## src/rtl/seven_segment_pkg.sv

```systemverilog
// seven_segment_pkg
//   Shared constants for the four-digit display scanner: connector pin
//   numbers for digit selects and segments, default scan timing, the
//   handshake state enum, and a helper that places digit/segment values
//   onto the 12-pin connector vector.
package seven_segment_pkg;

   localparam int DEF_DIGIT_CYCLES = 50000;
   localparam int DEF_BLANK_CYCLES = 16;

   // Digit selects (active-low)
   localparam int DIG0_PIN = 12;
   localparam int DIG1_PIN = 9;
   localparam int DIG2_PIN = 8;
   localparam int DIG3_PIN = 6;

   // Segments (active-high)
   localparam int SEG_A_PIN  = 11;
   localparam int SEG_B_PIN  = 7;
   localparam int SEG_C_PIN  = 4;
   localparam int SEG_D_PIN  = 2;
   localparam int SEG_E_PIN  = 1;
   localparam int SEG_F_PIN  = 10;
   localparam int SEG_G_PIN  = 5;
   localparam int SEG_DP_PIN = 3;

   typedef enum logic {IDLE, WAIT_LOW} hs_state_t;

   // dig_n[i] drives digit i select; seg is {a,b,c,d,e,f,g,dp}.
   function automatic logic [1:12] pin_map(logic [3:0] dig_n, logic [7:0] seg);
      logic [1:12] p;
      p             = '0;
      p[DIG0_PIN]   = dig_n[0];
      p[DIG1_PIN]   = dig_n[1];
      p[DIG2_PIN]   = dig_n[2];
      p[DIG3_PIN]   = dig_n[3];
      p[SEG_A_PIN]  = seg[7];
      p[SEG_B_PIN]  = seg[6];
      p[SEG_C_PIN]  = seg[5];
      p[SEG_D_PIN]  = seg[4];
      p[SEG_E_PIN]  = seg[3];
      p[SEG_F_PIN]  = seg[2];
      p[SEG_G_PIN]  = seg[1];
      p[SEG_DP_PIN] = seg[0];
      return p;
   endfunction

endpackage

```

## src/rtl/seven_segment_scanner_if.sv

```systemverilog
// seven_segment_scanner_if
//   MCU write port of the display scanner: four-phase strobe/ack handshake.
//   wr_strobe : write request (asynchronous to the scanner clock)
//   wr_addr   : digit index 0..3
//   wr_data   : segment pattern {a,b,c,d,e,f,g,dp}, 1 = lit
//   wr_ack    : acknowledge back to the MCU
interface seven_segment_scanner_if;
   logic       wr_strobe;
   logic [1:0] wr_addr;
   logic [7:0] wr_data;
   logic       wr_ack;

   modport master (output wr_strobe, output wr_addr, output wr_data, input wr_ack);
   modport slave  (input wr_strobe, input wr_addr, input wr_data, output wr_ack);
endinterface

```

## src/rtl/sync_2ff.sv

```systemverilog
// sync_2ff
//   Generic 1-bit two-flop synchronizer with synchronous active-high reset.
//   clock : destination clock
//   reset : synchronous reset, clears both flops
//   d     : asynchronous input
//   q     : synchronized output (second flop)
module sync_2ff (
   input  logic clock,
   input  logic reset,
   input  logic d,
   output logic q
);

   logic meta;

   always_ff @(posedge clock) begin
      if (reset) begin
         meta <= 1'b0;
         q    <= 1'b0;
      end else begin
         meta <= d;
         q    <= meta;
      end
   end

endmodule

```

## src/rtl/seven_segment_scanner.sv

```systemverilog
// seven_segment_scanner
//   Stores four segment patterns written by the MCU over a strobe/ack
//   handshake and time-multiplexes them onto a 12-pin display connector,
//   blanking all digits for BLANK_CYCLES at the start of each slot.
//   clock   : system clock
//   reset   : synchronous, active-high
//   bus     : MCU write port (slave side)
//   display : connector pins [1:12], registered
module seven_segment_scanner
   import seven_segment_pkg::*;
#(
   parameter int DIGIT_CYCLES = DEF_DIGIT_CYCLES,
   parameter int BLANK_CYCLES = DEF_BLANK_CYCLES
) (
   input  logic                    clock,
   input  logic                    reset,
   seven_segment_scanner_if.slave  bus,
   output logic [1:12]             display
);

   localparam int CNT_W = $clog2(DIGIT_CYCLES);
   localparam logic [CNT_W-1:0] CNT_LAST  = CNT_W'(DIGIT_CYCLES - 1);
   localparam logic [CNT_W-1:0] BLANK_END = CNT_W'(BLANK_CYCLES);

   logic            strobe_s;
   hs_state_t       state_q, state_d;
   logic            wr_en;
   logic [3:0][7:0] pattern;
   logic [CNT_W-1:0] cycle_cnt;
   logic [1:0]      digit_idx;
   logic [3:0]      dig_n;
   logic [7:0]      seg;

   sync_2ff u_strobe_sync (
      .clock (clock),
      .reset (reset),
      .d     (bus.wr_strobe),
      .q     (strobe_s)
   );

   // Handshake FSM: one write per strobe pulse; address/data are sampled
   // only on the IDLE->WAIT_LOW transition.
   always_ff @(posedge clock) begin
      if (reset) state_q <= IDLE;
      else       state_q <= state_d;
   end

   always_comb begin
      state_d = state_q;
      wr_en   = 1'b0;
      case (state_q)
         IDLE: begin
            if (strobe_s) begin
               wr_en   = 1'b1;
               state_d = WAIT_LOW;
            end
         end
         WAIT_LOW: begin
            if (!strobe_s) state_d = IDLE;
         end
      endcase
   end

   assign bus.wr_ack = (state_q == WAIT_LOW);

   always_ff @(posedge clock) begin
      if (reset)      pattern <= '0;
      else if (wr_en) pattern[bus.wr_addr] <= bus.wr_data;
   end

   // Scan: digit_idx steps 3,2,1,0 once per DIGIT_CYCLES
   always_ff @(posedge clock) begin
      if (reset) begin
         cycle_cnt <= '0;
         digit_idx <= 2'd3;
      end else if (cycle_cnt == CNT_LAST) begin
         cycle_cnt <= '0;
         digit_idx <= digit_idx - 2'd1;
      end else begin
         cycle_cnt <= cycle_cnt + 1'b1;
      end
   end

   always_comb begin
      dig_n = 4'b1111;
      seg   = 8'h00;
      if (cycle_cnt >= BLANK_END) begin
         dig_n[digit_idx] = 1'b0;
         seg              = pattern[digit_idx];
      end
   end

   always_ff @(posedge clock) begin
      if (reset) display <= pin_map(4'b1111, 8'h00);
      else       display <= pin_map(dig_n, seg);
   end

endmodule
```

## src/flat_wrapper.sv

```systemverilog
// flat-port wrapper written by rule: the top's interface ports become plain ports
module seven_segment_scanner_flat import seven_segment_pkg::*;
#(
   parameter int DIGIT_CYCLES = DEF_DIGIT_CYCLES,
   parameter int BLANK_CYCLES = DEF_BLANK_CYCLES
)
  (clock, reset, display, bus_wr_strobe, bus_wr_addr, bus_wr_data, bus_wr_ack);
  seven_segment_scanner_if bus_i ();
  input  logic clock;
  input  logic reset;
  output logic [1:12] display;
  input wire logic [$bits(bus_i.wr_strobe)-1:0] bus_wr_strobe;
  input wire logic [$bits(bus_i.wr_addr)-1:0] bus_wr_addr;
  input wire logic [$bits(bus_i.wr_data)-1:0] bus_wr_data;
  output wire logic [$bits(bus_i.wr_ack)-1:0] bus_wr_ack;
  assign bus_i.wr_strobe = bus_wr_strobe;
  assign bus_i.wr_addr = bus_wr_addr;
  assign bus_i.wr_data = bus_wr_data;
  assign bus_wr_ack = bus_i.wr_ack;
  seven_segment_scanner #(.DIGIT_CYCLES(DIGIT_CYCLES), .BLANK_CYCLES(BLANK_CYCLES)) u_core (.clock(clock), .reset(reset), .bus(bus_i), .display(display));
endmodule
```

## config.mk

```make
export PLATFORM = sky130hd
export DESIGN_NAME = seven_segment_scanner_flat
export DESIGN_NICKNAME = d
export VERILOG_FILES = /design/src/rtl/seven_segment_pkg.sv /design/src/rtl/seven_segment_scanner_if.sv /design/src/rtl/sync_2ff.sv /design/src/rtl/seven_segment_scanner.sv /design/src/flat_wrapper.sv
export SDC_FILE = /design/constraint.sdc
export NUM_CORES = 1
export LEC_CHECK = 0
export ABC_CLOCK_PERIOD_IN_PS = 1800
export CORE_ASPECT_RATIO = 2
export CORE_MARGIN = 1
export CORE_UTILIZATION = 50
export CTS_CLUSTER_DIAMETER = 60
export DETAILED_ROUTE_END_ITERATION = 8
export GPL_TIMING_DRIVEN = 0
export PLACE_DENSITY = 0.71
export SLEW_MARGIN = 25
export SYNTH_ARGS = -nofsm -noshare
export SYNTH_HDL_FRONTEND = slang
export SYNTH_HIERARCHICAL = 1
export SYNTH_SLANG_ARGS = --single-unit
```

## constraint.sdc

```tcl
create_clock -name clock -period 1.8 [get_ports clock]
set_input_delay 0.36 -clock clock [delete_from_list [all_inputs] [get_ports clock]]
set_output_delay 0.36 -clock clock [all_outputs]
set_load 0.03 [all_outputs]
```

Word-level counts from Yosys, hierarchy flattened. Index checks and enable logic that the tools add are counted.

$add $sub $neg: 2. Order comparisons: 5. Equality and inequality tests: 1. Muxes and demuxes: 9. Bitwise logic cells: 2. Reductions and logical operators: 4.

Operators with widths (number): $bwmux W32 (1); $add A16 B1 Y16 const B (1); $bmux W8 S2 (1); $demux W8 S2 (1); $eq A16 B16 Y1 const B (1); $ge A16 B5 Y1 const B (1); $mux W8 (2); $lt A2 B3 Y1 const B (2); $ge A2 B1 Y1 const B (2); $not A4 Y4 (1); $reduce_or A2 Y1 (2); $mux W1 (3); $demux W1 S2 (1); $logic_and A1 B1 Y1 (2); $sub A2 B1 Y2 const B (1); $not A1 Y1 (1).

Flip-flop bits (word level): 65. Input port bits: 13. Logic and storage cells: 33.

Longest topological paths before layout.
Depth in word-level cells: 5. Mapped depth: 7.

Hierarchy. Netlist, hierarchy kept.

Modules (own cells, without submodules): seven_segment_scanner (times used 1, cells each 273, area an instance 2573.7 µm², seq. area each 1261.2 µm²); sync_2ff (times used 1, cells each 4, area an instance 52.6 µm², seq. area each 40.0 µm²).

Worst setup path before layout. No wires, ideal clock.

Path kind: flip-flop to flip-flop. From: reg u_core.cycle_cnt[10]. To: reg u_core.cycle_cnt[10]. Library setup time: 0.115 ns. Arrival time: 1.612 ns. Path slack: 0.073 ns. Cell stages (with the launch flop): 7. Path buffers: 2. Cells stage by stage: dfxtp_1 -> or4_4 -> nor4_4 -> or2_1 -> buf_6 -> buf_8 -> nor2_1.

Cells in the longest elaborated chain, start to end: 2. Elaborated cells between the ends (all ways): 3. Those cells by class: 1 x add/sub; 1 x eq/ne; 1 x reduce/logical.

Ends and longest elaborated chain: from (decl) (line seven_segment_scanner.sv:29) `logic [CNT_W-1:0] cycle_cnt;`; from (signal assigned) (line seven_segment_scanner.sv:80) `cycle_cnt <= cycle_cnt + 1'b1;`; branches (longest 2 deep; another with $add A16 B1 Y16).

Several ways; the timed one is not identified. A chain may end at the register's enable or synchronous reset.

Final worst setup path.
From: reg u_core.cycle_cnt[10]. To: reg u_core/display[7] (netlist name).

Cells in the longest elaborated chain, start to end: 3.

Ends and longest elaborated chain: $ge A16 B5 Y1 (line seven_segment_scanner.sv:87) `if (cycle_cnt >= BLANK_END) begin`; $not A1 Y1 (no source line); $reduce_or A2 Y1 (no source line); to (signal assigned) (line seven_segment_scanner.sv:94) `if (reset) display <= pin_map(4'b1111, 8'h00);`; to (signal assigned) (line seven_segment_scanner.sv:95) `else display <= pin_map(dig_n, seg);`; to (decl) (line seven_segment_scanner.sv:18) `output logic [1:12] display`.

No other way between the ends.

==> run_results.csv <==
group,metric,value,unit
sta,worst_slew_pin_slew,0.673,ns
synthesis,ys_seq_area_frac,0.495,
sta,fin_crit_sh,0.969,
routing,via_count,1985,
layout,drive_above_1_share,0.114,
clock_network,clock_latency,0.34,ns
sta,hold_viol_final,0,
global_routing,antenna_found_initial,0,
routing,drcViolationCount,0,
critical_path,setup.worst_path.class,"flip-flop to flip-flop",
sta,finalSetupViolCount,0,
sta,max_slew_margin,0.549,
critical_path,worst_setup_path_start_kind,"flip-flop",
layout,final_common_cell,"dfxtp_1",
routing,dr.pass1.iters,4,
floorplanning,core,5090,µm²
place,hpwlAfterDp,3980,µm
floorplanning,die_area,5560,µm²
routing,drt-vias-per-instance,5.31,
hold_path,min_from,"u_core/cycle_cnt[0]",
place,gp_congestion,0.737,
floorplanning,io_pins,26,
critical_path,r2r_end,"u_core/display[7]",
synthesis,synthesis.nets,296,
global_routing,grt_max_degree,11,
pwr,p_leak,1.13,nW
global_routing,grt_pass1_vias,1963,
hold_path,hp-class,"flip-flop to flip-flop",
sta,max_freq,573,MHz
clock_network,path_clk_slew,0.06,ns
routing,final_antenna_net_count,0,
pwr,ir_drop,0.796,mV
synthesis,netlist-cell-type-count,35,
critical_path,rr_worst_depth,5,
critical_path,critPathMaxFanout,10,
synthesis,ys_ff_latch,65,
hold_path,holdPathEnd,"u_core/cycle_cnt[0]",
routing,drt-total-wl,5500,µm
synthesis,syn_inst,277,
clock_network,cts_buffer_depth,2,
clock_network,cts_tree,"built",
pwr,powerDensity,836,nW/µm²
clock_network,cts-root-buf,"clkbuf_8",
routing,dr.first_iter.drc_count,61,
sta,drv_slew,0,
layout,nets,332,
critical_path,crit_chain,"or4_4 > nor4_2 > nor2_2 > buf_4 > and2_1",
sta,rsz0062_at_grt,"yes",
floorplanning,fp.dieW,53.2,µm
floorplanning,die_height,104,µm
critical_path,crit_required,2.02,ns
place,placed_cells,360,
critical_path,cp_num_buf_inv,1,
global_routing,grt_pass1_wl,9200,µm
clock_network,cts_buffers,9,
synthesis,yosys-top-cells-area,"dfxtp_1, nand2_1, mux4_2, a21oi_1, nor2_1",
synthesis,netlist.area_leader.share,0.495,
critical_path,cp_slowest_stage_delay,0.57,ns
synthesis,synth_top_area_cell,"dfxtp_1",
place,io_buffers,25,
floorplanning,rows,37,
layout,diodes,0,
sta,holdWs,0.442,ns
hold_path,hold_depth,1,
status,status,"finished clean",
critical_path,rrSetupSlack,0.06,ns
global_routing,grt.overflow.total,0,
layout,final_cell_count_no_fill,374,
synthesis,synth_area,2630,µm²
synthesis,yosys_warnings,6,
run,maxCapViolCount,0,
clock_network,htree_levels,3,
floorplanning,start_util,0.516,
critical_path,end_kind,"flip-flop",
synthesis,syn_area_per_cell,9.48,µm²
routing,wl_per_cell,14.7,µm
sta,clock-skew-final,0.00575,ns
global_routing,grt.total_usage,0.236,
clock_network,cts_hold_buf,0,
critical_path,worst_ep_arrival_time,1.97,ns
critical_path,crit_path_top_delay_cell,"or4_4",
critical_path,timing.rr.start,"u_core/cycle_cnt[10]",
layout,areaGrowthSynthToFinish,20.0,%
clock_network,clock_sinks,65,
sta,period_needed,1.74,ns
critical_path,critPathTopFamily,"simple AND/OR/NAND/NOR gates",
layout,final_cell_mix,"dfxtp_1, nand2_1, nor2_1",
-- worst max path at each step --
stage	end	slack [ns]	startpoint	cells after the start
global placement	u_core/display[7]	-0.30	reset	5
global route	u_core/pattern[8]	-0.005	reset	4
CTS	bus_wr_ack	0.001	u_core/bus.wr_ack	1
finish	u_core/display[7]	0.06	u_core/cycle_cnt[10]	5
detailed placement	u_core/display[7]	-0.29	reset	5
floorplan	u_core/cycle_cnt[10]	0.07	u_core/cycle_cnt[10]	6
-- synth_stat cells --
cell type  number
and3_1          1
o31ai_1         1
or2_1           2
or4_4           1
mux2i_1         9
buf_1           1
buf_2           1
or2_2           1
or4b_2          1
nor4b_1         2
mux4_2          8
nand2_1        57
nand2b_1        2
or4_1           2
xnor2_1         8
nor4_1          2
a21oi_1        25
nor4_4          1
nor3_1          2
buf_6           1
or3_1           1
nand3_1         5
nand3b_1        1
nor4b_2         1
nor2b_1         3
clkbuf_1       10
buf_8           1
xor2_1          6
nand4_1         5
and4_1          2
dfxtp_1        65
and2_1          8
inv_1           7
nor2_1         28
ha_1            6
-- area by class of cell --
| type | count | area, µm² |
|---|---|---|
| Inverter | 7 | 26.3 |
| Tap cell | 58 | 72.6 |
| Fill cell | 468 | 1940 |
| Clock buffer | 14 | 163 |
| Buffer | 13 | 75.1 |
| Timing Repair Buffer | 26 | 260 |
| Multi-Input combinational cell | 191 | 1250 |
| Sequential cell | 65 | 1300 |
-- worst register-to-register path: stages, from the launching register on --
cell and delay, ns:
dfxtp_1 0.34, or4_4 0.57, nor4_2 0.30, nor2_2 0.08, buf_4 0.20, and2_1 0.15
-- where the power goes --
part | switching (W) | internal (W)
Sequential | 0.0000132 | 0.00146
Combinational | 0.0000610 | 0.0000540
Clock | 0.000487 | 0.000562
Total | 0.000561 | 0.00207
-- logic make-up (layout without fill, tap and decap cells) --
| group | after synthesis | after routing | share of synthesized area |
|---|---|---|---|
| buf+inv | 21 | 60 | 0.0376 |
| flops | 65 | 65 | 0.495 |
| compound gates | 26 | 26 | 0.0505 |
| mux | 17 | 17 | 0.103 |
| simple gates | 128 | 128 | 0.238 |
| fa+ha+maj | 6 | 6 | 0.0286 |
| xor+xnor | 14 | 14 | 0.0467 |
-- per-stage QoR --
| step | TNS (ns) | area (µm²) | total power, W | worst slack, ns | utilization |
|---|---|---|---|---|---|
| final | 0 | 3150 | 0.00263 | 0.0553 | 0.619 |
| after global routing | -0.00537 | 3150 | 0.00275 | -0.00537 | 0.619 |
| after CTS | 0 | 3130 | 0.00267 | 0.00139 | 0.615 |
| after detailed placement | -11.39 | 2950 | 0.00161 | -0.287 | 0.579 |
| after global placement | -11.65 | 2950 | 0.00161 | -0.301 | 0.579 |
| after floorplan | 0 | 2630 | 0.00156 | 0.0730 | - |
-- flip-flops by register name (all words and copies together), names as in the netlist --
signal	cells
u_core/pattern	32
u_core/u_strobe_sync/meta	1
u_core/bus.wr_ack	1
u_core/digit_idx	2
u_core/cycle_cnt	16
u_core/u_strobe_sync/q	1
u_core/display	12
-- routing by layer --
metal  up-vias  share of wire  track usage
met2        33           0.57        0.417
met1       945           0.38        0.236
met4         0          0.024        0.107
met3        10          0.032       0.0687
li1        997              -            -
met5         -              0            0
-- what timing repair did --
| item | 4_1_cts | 5_1_grt |
|---|---|---|
| endpoints found under the setup margin | 23 | 20 |
| resized for setup | 4 | 9 |
| buffers inserted | 1 | 0 |
| pin swaps | 1 | 0 |
| gates cloned | 0 | 0 |
Power figures use the tool's default switching activity.
